$ cat src/rtl/fusion_frame_sequencer.sv
// Frame-level sequencer for the multi-frame fusion datapath: drives handshakes, pipeline
// enables, avg/fused BRAM addressing and the fusion-window position.
module fusion_frame_sequencer #(
    parameter int IM_LEN            = 520,
    parameter int IM_WID            = 520,
    parameter int NO_PARALLEL_UNITS = 4,
    parameter int NO_IMAGES         = 16,
    parameter int PIPELINE_LATENCY  = 20,
    parameter int BEATS             = IM_LEN * IM_WID / NO_PARALLEL_UNITS,
    parameter int AW                = (BEATS > 1) ? $clog2(BEATS) : 1
) (
    input  logic          axi_clk,
    input  logic          axi_aresetn,
    input  logic          start,
    input  logic          s_axis_tvalid,
    output logic          s_axis_tready,
    input  logic          m_axis_tready,
    output logic          m_axis_tvalid,
    output logic          m_axis_tlast,
    output logic          pipe_en,
    output logic          bram_rd_en,
    output logic [AW-1:0] bram_rd_addr,
    output logic          bram_wr_en,
    output logic [AW-1:0] bram_wr_addr,
    output logic          fuse_writeout,
    output logic [3:0]    frame_idx,
    output logic          busy,
    output logic          done
);

    typedef enum logic [1:0] {IDLE, RUN, DRAIN} state_t;

    localparam logic [AW-1:0] LAST_BEAT  = AW'(BEATS - 1);
    localparam logic [3:0]    LAST_FRAME = 4'(NO_IMAGES - 1);

    state_t                      state_reg, state_next;
    logic [AW-1:0]               in_cnt_reg, out_cnt_reg;
    logic [PIPELINE_LATENCY-1:0] valid_sr_reg, valid_sr_next;
    logic [3:0]                  frame_idx_reg;
    logic                        fuse_reg, done_reg;
    logic                        in_hs, out_hs, frame_start, frame_end;

    assign s_axis_tready = (state_reg == RUN) & m_axis_tready;
    assign m_axis_tvalid = valid_sr_reg[PIPELINE_LATENCY-1];
    assign in_hs         = s_axis_tvalid & s_axis_tready;
    assign out_hs        = m_axis_tvalid & m_axis_tready;
    assign frame_start   = (state_reg == IDLE) & start;
    assign frame_end     = (state_reg == DRAIN) & out_hs & (out_cnt_reg == LAST_BEAT);

    // Valid tokens travel alongside the datapath and advance only when it is enabled.
    assign valid_sr_next[0] = in_hs;
    for (genvar gi = 1; gi < PIPELINE_LATENCY; gi++) begin : g_valid_pipe
        assign valid_sr_next[gi] = valid_sr_reg[gi-1];
    end

    always_comb begin
        state_next = state_reg;
        pipe_en    = 1'b0;
        case (state_reg)
            IDLE: begin
                if (start) state_next = RUN;
            end
            RUN: begin
                pipe_en = s_axis_tvalid & m_axis_tready;
                if (in_hs && (in_cnt_reg == LAST_BEAT)) state_next = DRAIN;
            end
            DRAIN: begin
                pipe_en = m_axis_tready;
                if (frame_end) state_next = IDLE;
            end
            default: state_next = IDLE;
        endcase
    end

    always_ff @(posedge axi_clk or negedge axi_aresetn) begin
        if (!axi_aresetn) begin
            state_reg     <= IDLE;
            in_cnt_reg    <= '0;
            out_cnt_reg   <= '0;
            valid_sr_reg  <= '0;
            frame_idx_reg <= '0;
            fuse_reg      <= 1'b0;
            done_reg      <= 1'b0;
        end else begin
            state_reg <= state_next;
            done_reg  <= frame_end;
            if (pipe_en) valid_sr_reg <= valid_sr_next;
            if (frame_start) begin
                in_cnt_reg  <= '0;
                out_cnt_reg <= '0;
                fuse_reg    <= (frame_idx_reg == LAST_FRAME);
            end else begin
                if (in_hs)  in_cnt_reg  <= in_cnt_reg + 1'b1;
                if (out_hs) out_cnt_reg <= out_cnt_reg + 1'b1;
            end
            // Window position advances once the frame's last fused beat has left.
            if (frame_end) begin
                frame_idx_reg <= (frame_idx_reg == LAST_FRAME) ? 4'd0 : frame_idx_reg + 4'd1;
                fuse_reg      <= 1'b0;
            end
        end
    end

    assign m_axis_tlast  = m_axis_tvalid & (out_cnt_reg == LAST_BEAT);
    assign bram_rd_en    = in_hs;
    assign bram_rd_addr  = in_cnt_reg;
    assign bram_wr_en    = out_hs;
    assign bram_wr_addr  = out_cnt_reg;
    assign fuse_writeout = fuse_reg;
    assign frame_idx     = frame_idx_reg;
    assign busy          = (state_reg != IDLE);
    assign done          = done_reg;

endmodule

$ cat config.mk
export PLATFORM = sky130hd
export DESIGN_NAME = fusion_frame_sequencer
export DESIGN_NICKNAME = d
export VERILOG_FILES = /design/src/rtl/fusion_frame_sequencer.sv
export SDC_FILE = /design/constraint.sdc
export NUM_CORES = 1
export LEC_CHECK = 0
export ABC_AREA = 0
export CAP_MARGIN = 20
export CORE_ASPECT_RATIO = 1.2
export CORE_MARGIN = 1.5
export CORE_UTILIZATION = 27
export DETAILED_ROUTE_END_ITERATION = 8
export PLACE_DENSITY = 0.55
export SETUP_SLACK_MARGIN = 0.1
export SLEW_MARGIN = 5
export SYNTH_ARGS = -nofsm -noshare
export SYNTH_HDL_FRONTEND = slang
export SYNTH_SLANG_ARGS = --single-unit
export TNS_END_PERCENT = 5
$ cat constraint.sdc
create_clock -name axi_clk -period 2.04 [get_ports axi_clk]
set_input_delay 0.408 -clock axi_clk [delete_from_list [all_inputs] [get_ports axi_clk]]
set_output_delay 0.408 -clock axi_clk [all_outputs]
set_load 0.02 [all_outputs]
### After elaboration in Yosys (flattened, before gate mapping)

Cells that the tools add are included.
Widths: inputs -> output; s select.

| word-level totals | value |
|---|---|
| input port bits | 5 |
| output and inout port bits | 47 |
| word-level logic and storage cells | 45 |
| register bits | 62 |

| operators by class | value |
|---|---|
| $add $sub $neg | 3 |
| bitwise gates (word level) | 8 |
| muxes and demuxes | 12 |
| equality and inequality tests | 8 |
| reductions and logical operators | 7 |

Operator list:

| kind | number |
|---|---|
| $mux 17 | 4 |
| $add 17x1->17 const B | 2 |
| $eq 17x17->1 const B | 2 |
| $and 1x1->1 | 8 |
| $reduce_bool 2->1 | 4 |
| $mux 2 | 3 |
| $pmux 2 s3 | 1 |
| $add 4x1->4 const B | 1 |
| $eq 4x4->1 const B | 1 |
| $mux 4 | 1 |
| $ne 2x2->1 const B | 2 |
| $reduce_and 3->1 | 1 |
| $eq 2x1->1 const B | 1 |
| $eq 2x2->1 const B | 1 |
| $logic_not 2->1 | 1 |
| $mux 1 | 2 |
| $ne 2x1->1 const B | 1 |
| $pmux 1 s2 | 1 |
| $logic_and 1x1->1 | 1 |

### Logic depth before layout (Yosys ltp)

| depth | value |
|---|---|
| depth in word-level cells | 6 |
| depth in mapped cells | 9 |

### Worst setup path after synthesis

OpenSTA, ideal clock, no wires.

| path | value |
|---|---|
| kind | register to output |
| start | register state_reg[1] |
| end | output port pipe_en |
| arrival | 1.531 ns |
| stages on the path, launching flop included | 8 |
| data required time | 1.632 ns |
| path buffers | 1 |
| path slack | 0.101 ns |
| cells stage by stage | dfrtp_1 -> inv_1 -> ha_1 -> nand3_2 -> inv_2 -> o21ai_1 -> inv_1 -> clkbuf_1 |

| between the ends | value |
|---|---|
| word-level cells in the longest chain between the ends | 2 |
| elaborated cells between the ends (all ways) | 3 |
| classes of those cells | eq/ne (2); mux (1) |

Ends and longest elaborated chain:

| element | line | RTL |
|---|---|---|
| from (decl) | 36 | `state_t state_reg, state_next;` |
| from (signal assigned) | 85 | `state_reg <= state_next;` |
| $eq 2x2->1 or $eq 2x1->1 (tied branches) | 59 | `case (state_reg)` |
| $pmux 1 s2 * | 59 |  |
| to (decl) | 20 | `output logic pipe_en,` |

Every way passes the cells marked *; elsewhere a longest branch is shown, timed or not.

### Worst setup path in the final report

| path | value |
|---|---|
| start | register out_cnt_reg[15] (netlist: bram_wr_addr[15]) |
| end | output port m_axis_tlast |

| between the ends | value |
|---|---|
| word-level cells in the longest chain between the ends | 2 |

Ends and longest elaborated chain:

| element | line | RTL |
|---|---|---|
| from (decl) | 37 | `logic [AW-1:0] in_cnt_reg, out_cnt_reg;` |
| from (signal assigned) | 94 | `if (out_hs) out_cnt_reg <= out_cnt_reg + 1'b1;` |
| $eq 17x17->1 | 104 | `assign m_axis_tlast = m_axis_tvalid & (out_cnt_reg == LAST_BEAT);` |
| $and 1x1->1 | 104 |  |
| to (decl) | 19 | `output logic m_axis_tlast,` |

Every way passes these cells.

==> impl_metrics.py <==
metrics = {
    "power_and_ir_drop": {
        "max-vdd-ir-drop_uv": 573.1,
        "cellLeakagePower_nw": 2.022,
        "power_density_nw_per_um2": 904.8,
    },
    "cts": {
        "clock_transition_time_at_the_flip_flop_clock_pins_of_the_worst_setup_and_hold_paths_ns": 0.05,
        "latest_clock_arrival_within_the_worst_skew_pair_ns": 0.33,
        "cts.path.max_buffers": 2,
        "cts_tree": "built",
        "cts_hold_bufs": 0,
        "clock_tree.htree_level_count": 3,
        "cts_inserted_buffers": 9,
        "clk_root_buffer_cell": "sky130_fd_sc_hd__clkbuf_16",
        "clkSinkCount": 62,
    },
    "setup_path": {
        "cp_data_arrival_time_ns": 1.49,
        "rr_endpoint": "state_reg[0]",
        "worstPathRequired_ns": 1.63,
        "worst-setup-path-type": "reg2out",
        "reg2reg_depth": 6,
        "r2r_start": "bram_wr_addr[15]",
        "worst_reg2reg_setup_slack_ns": 0.14,
        "crit_fanout": 2,
        "startpoint_type": "register",
        "endpoint_kind": "output pin",
    },
    "route": {
        "detail-route-antenna-nets": 0,
        "route.final.wire_length_mm": 7.003,
        "route.detailed.wl_per_inst_um": 13.02,
        "drt-initial-drc-count": 76,
        "routed-via-count": 2478,
        "route.detailed.vias_per_inst": 4.606,
        "drc": 0,
        "drtPass1Iterations": 4,
    },
    "grt": {
        "grt_remaining_overflow": 0,
        "pin_count_of_the_biggest_net_entering_global_routing": 63,
        "vias_in_the_first_global_route": 2438,
        "grt_pass1_wl_mm": 11.71,
        "globalRouteTotalUtil_pct": 12.81,
        "antenna_found_initial": 0,
    },
    "placement": {
        "dp_slack_ns": -0.3128,
        "buffer_ports.inserted": 51,
        "place.gp.congestion": 0.7592,
        "placed_cells": 521,
        "detailed_place_hpwl_mm": 4.942,
    },
    "yosys": {
        "synth_area_per_cell_um2": 9.590,
        "mappedNetlistArea_um2": 2944,
        "yosysWarnings": 0,
        "syn_inst": 307,
        "synth_fp_nets": 320,
        "synth_seq_cells": 62,
        "yosysUniqueCellTypes": 37,
        "sequential_share_of_the_synthesized_area_pct": 52.70,
    },
    "die": {
        "die_h_um": 117.4,
        "ios": 52,
        "die_w_um": 98.33,
        "die-area_um2": 11540,
        "initial_utilization_pct": 27.86,
        "core-area_um2": 10570,
        "placementRows": 41,
    },
    "timing": {
        "timing.final.crit_share_pct": 93.27,
        "grt_setup_unrepaired": "true",
        "worst_slack_ns": 0.1372,
        "final.setup_skew_ns": 0.008069,
        "layout_min_cycle_time_ns": 1.903,
        "finalSetupViolCount": 0,
        "max-slew-margin-rel_pct": 76.78,
        "finalMaxSlewViolations": 0,
        "final_hold_viol_count": 0,
        "tightest_pin_transition_ns": 0.3445,
        "max_freq_mhz": 525.5,
    },
    "finish": {
        "antenna-diode-count": 0,
        "drive_gt1_share_pct": 20.54,
        "finalNonFillerCells": 538,
        "nets": 418,
        "final_common_cell": "sky130_fd_sc_hd__nand2_1",
        "largest_register_ff_count": 20,
        "commonest_cells_after_routing_fill_and_taps_aside": "75 x sky130_fd_sc_hd__nand2_1, 62 x sky130_fd_sc_hd__dfrtp_1, 45 x sky130_fd_sc_hd__buf_4, 43 x sky130_fd_sc_hd__clkdlybuf4s50_1, 32 x sky130_fd_sc_hd__nor2_1",
        "area.growth.synth_to_final_pct": 45.22,
    },
    "outcome": {
        "outcome": "finished, final reports clean",
    },
    "flow_run": {
        "max-cap-violations": 0,
    },
    "worst_hold_path": {
        "holdCritPathClass": "in2async",
    },
}
==> metrics by stage <==
stage	util, %	TNS, ns	power (W)	hold WS, ns	cell area, um^2
floorplan	-	0	0.001822	0.1124	2944
global placement	36.98	-1.641	0.002160	0.4483	3908
detailed placement	36.98	-1.877	0.002179	0.4499	3908
CTS	40.02	-0.04874	0.003836	0.09588	4229
global route	40.46	0	0.004072	0.1050	4275
finish	40.46	0	0.003868	0.07690	4275
==> critical path, stage by stage (launching register included) <==
cell	delay, ns
sky130_fd_sc_hd__dfrtp_1	0.40
sky130_fd_sc_hd__nor4b_2	0.32
sky130_fd_sc_hd__nand4_2	0.17
sky130_fd_sc_hd__nor2_2	0.13
sky130_fd_sc_hd__buf_4	0.15
==> how the worst max path moves through the flow <==
stage,startpoint,endpoint,cells after the start
floorplan,state_reg[1],pipe_en,7
global placement,m_axis_tready,pipe_en,6
detailed placement,m_axis_tready,pipe_en,6
CTS,state_reg[1],pipe_en,7
global route,state_reg[0],pipe_en,6
finish,bram_wr_addr[15],m_axis_tlast,4
==> where the power goes <==
part,leakage [nW],internal (W),switching (W),total (W)
clock,0.161,0.00112,0.000529,0.00165
sequential,0.857,0.00133,0.0000733,0.00140
combinational,1.00,0.000349,0.000466,0.000815
total,2.02,0.00280,0.00107,0.00387
==> cell type report <==
class	count	area, um^2
Tap cell	129	161.4
Sequential cell	62	1551
Clock buffer	11	252.7
Inverter	11	41.29
Multi-Input combinational cell	226	1364
Fill cell	1052	6292
Timing Repair Buffer	95	834.6
Clock inverter	4	70.07
==> synthesized netlist by cell type <==
cell / instances / area (um^2)
sky130_fd_sc_hd__nand3_1: 14 / 70.07
sky130_fd_sc_hd__xor2_1: 11 / 96.34
sky130_fd_sc_hd__a31oi_1: 1 / 6.260
sky130_fd_sc_hd__ha_1: 8 / 100.1
sky130_fd_sc_hd__and2_1: 3 / 18.77
sky130_fd_sc_hd__dfrtp_1: 62 / 1551
sky130_fd_sc_hd__a22o_1: 1 / 8.760
sky130_fd_sc_hd__clkbuf_1: 6 / 22.52
sky130_fd_sc_hd__o21ai_1: 2 / 10.01
sky130_fd_sc_hd__o41ai_1: 1 / 8.760
sky130_fd_sc_hd__mux2_1: 4 / 45.04
sky130_fd_sc_hd__nor2b_1: 1 / 6.260
sky130_fd_sc_hd__nand4_2: 1 / 12.51
sky130_fd_sc_hd__nand3b_1: 1 / 7.510
sky130_fd_sc_hd__buf_1: 1 / 3.750
sky130_fd_sc_hd__inv_1: 10 / 37.54
sky130_fd_sc_hd__and4_1: 2 / 17.52
sky130_fd_sc_hd__nor4_2: 1 / 12.51
sky130_fd_sc_hd__o21ai_0: 5 / 25.02
sky130_fd_sc_hd__nor3_1: 6 / 30.03
sky130_fd_sc_hd__nor4_1: 1 / 6.260
sky130_fd_sc_hd__xnor2_1: 17 / 148.9
sky130_fd_sc_hd__and3b_1: 1 / 8.760
sky130_fd_sc_hd__nor3_4: 1 / 16.27
sky130_fd_sc_hd__and3_1: 7 / 43.79
sky130_fd_sc_hd__nor2_1: 33 / 123.9
sky130_fd_sc_hd__a21oi_1: 9 / 45.04
sky130_fd_sc_hd__mux2i_1: 1 / 10.01
sky130_fd_sc_hd__inv_2: 1 / 3.750
sky130_fd_sc_hd__or3_1: 5 / 31.28
sky130_fd_sc_hd__nand3_2: 1 / 10.01
sky130_fd_sc_hd__o2111ai_1: 1 / 8.760
sky130_fd_sc_hd__buf_2: 1 / 5.000
sky130_fd_sc_hd__nand2_1: 75 / 281.5
sky130_fd_sc_hd__nand4_1: 7 / 43.79
sky130_fd_sc_hd__nor4b_2: 4 / 60.06
sky130_fd_sc_hd__nand2b_1: 1 / 6.260
==> per-layer routing <==
metal | vias to the layer above | share of wire [%] | global-route usage (%)
li1 | 1214 | - | -
met2 | 51 | 50 | 20.85
met1 | 1209 | 44 | 15.42
met5 | - | 0 | 0
met4 | 0 | 0.61 | 3.873
met3 | 4 | 5.1 | 5.244
==> kinds of logic after synthesis <==
kind of cell	share of synthesized area, %
and+or+nand+nor	27.41
AOI/OAI and AO/OA	3.825
buffers and inverters	2.465
DFF	52.70
muxes	1.870
xor gates and xnor gates	8.330
adders and majority gates	3.400
==> timing repair <==
item	4_1_cts	5_1_grt
pin swaps	3	2
gates resized for setup	24	12
setup endpoints to repair	8	8
buffers inserted	0	2
No activity file was read; power rests on OpenSTA's default activity.
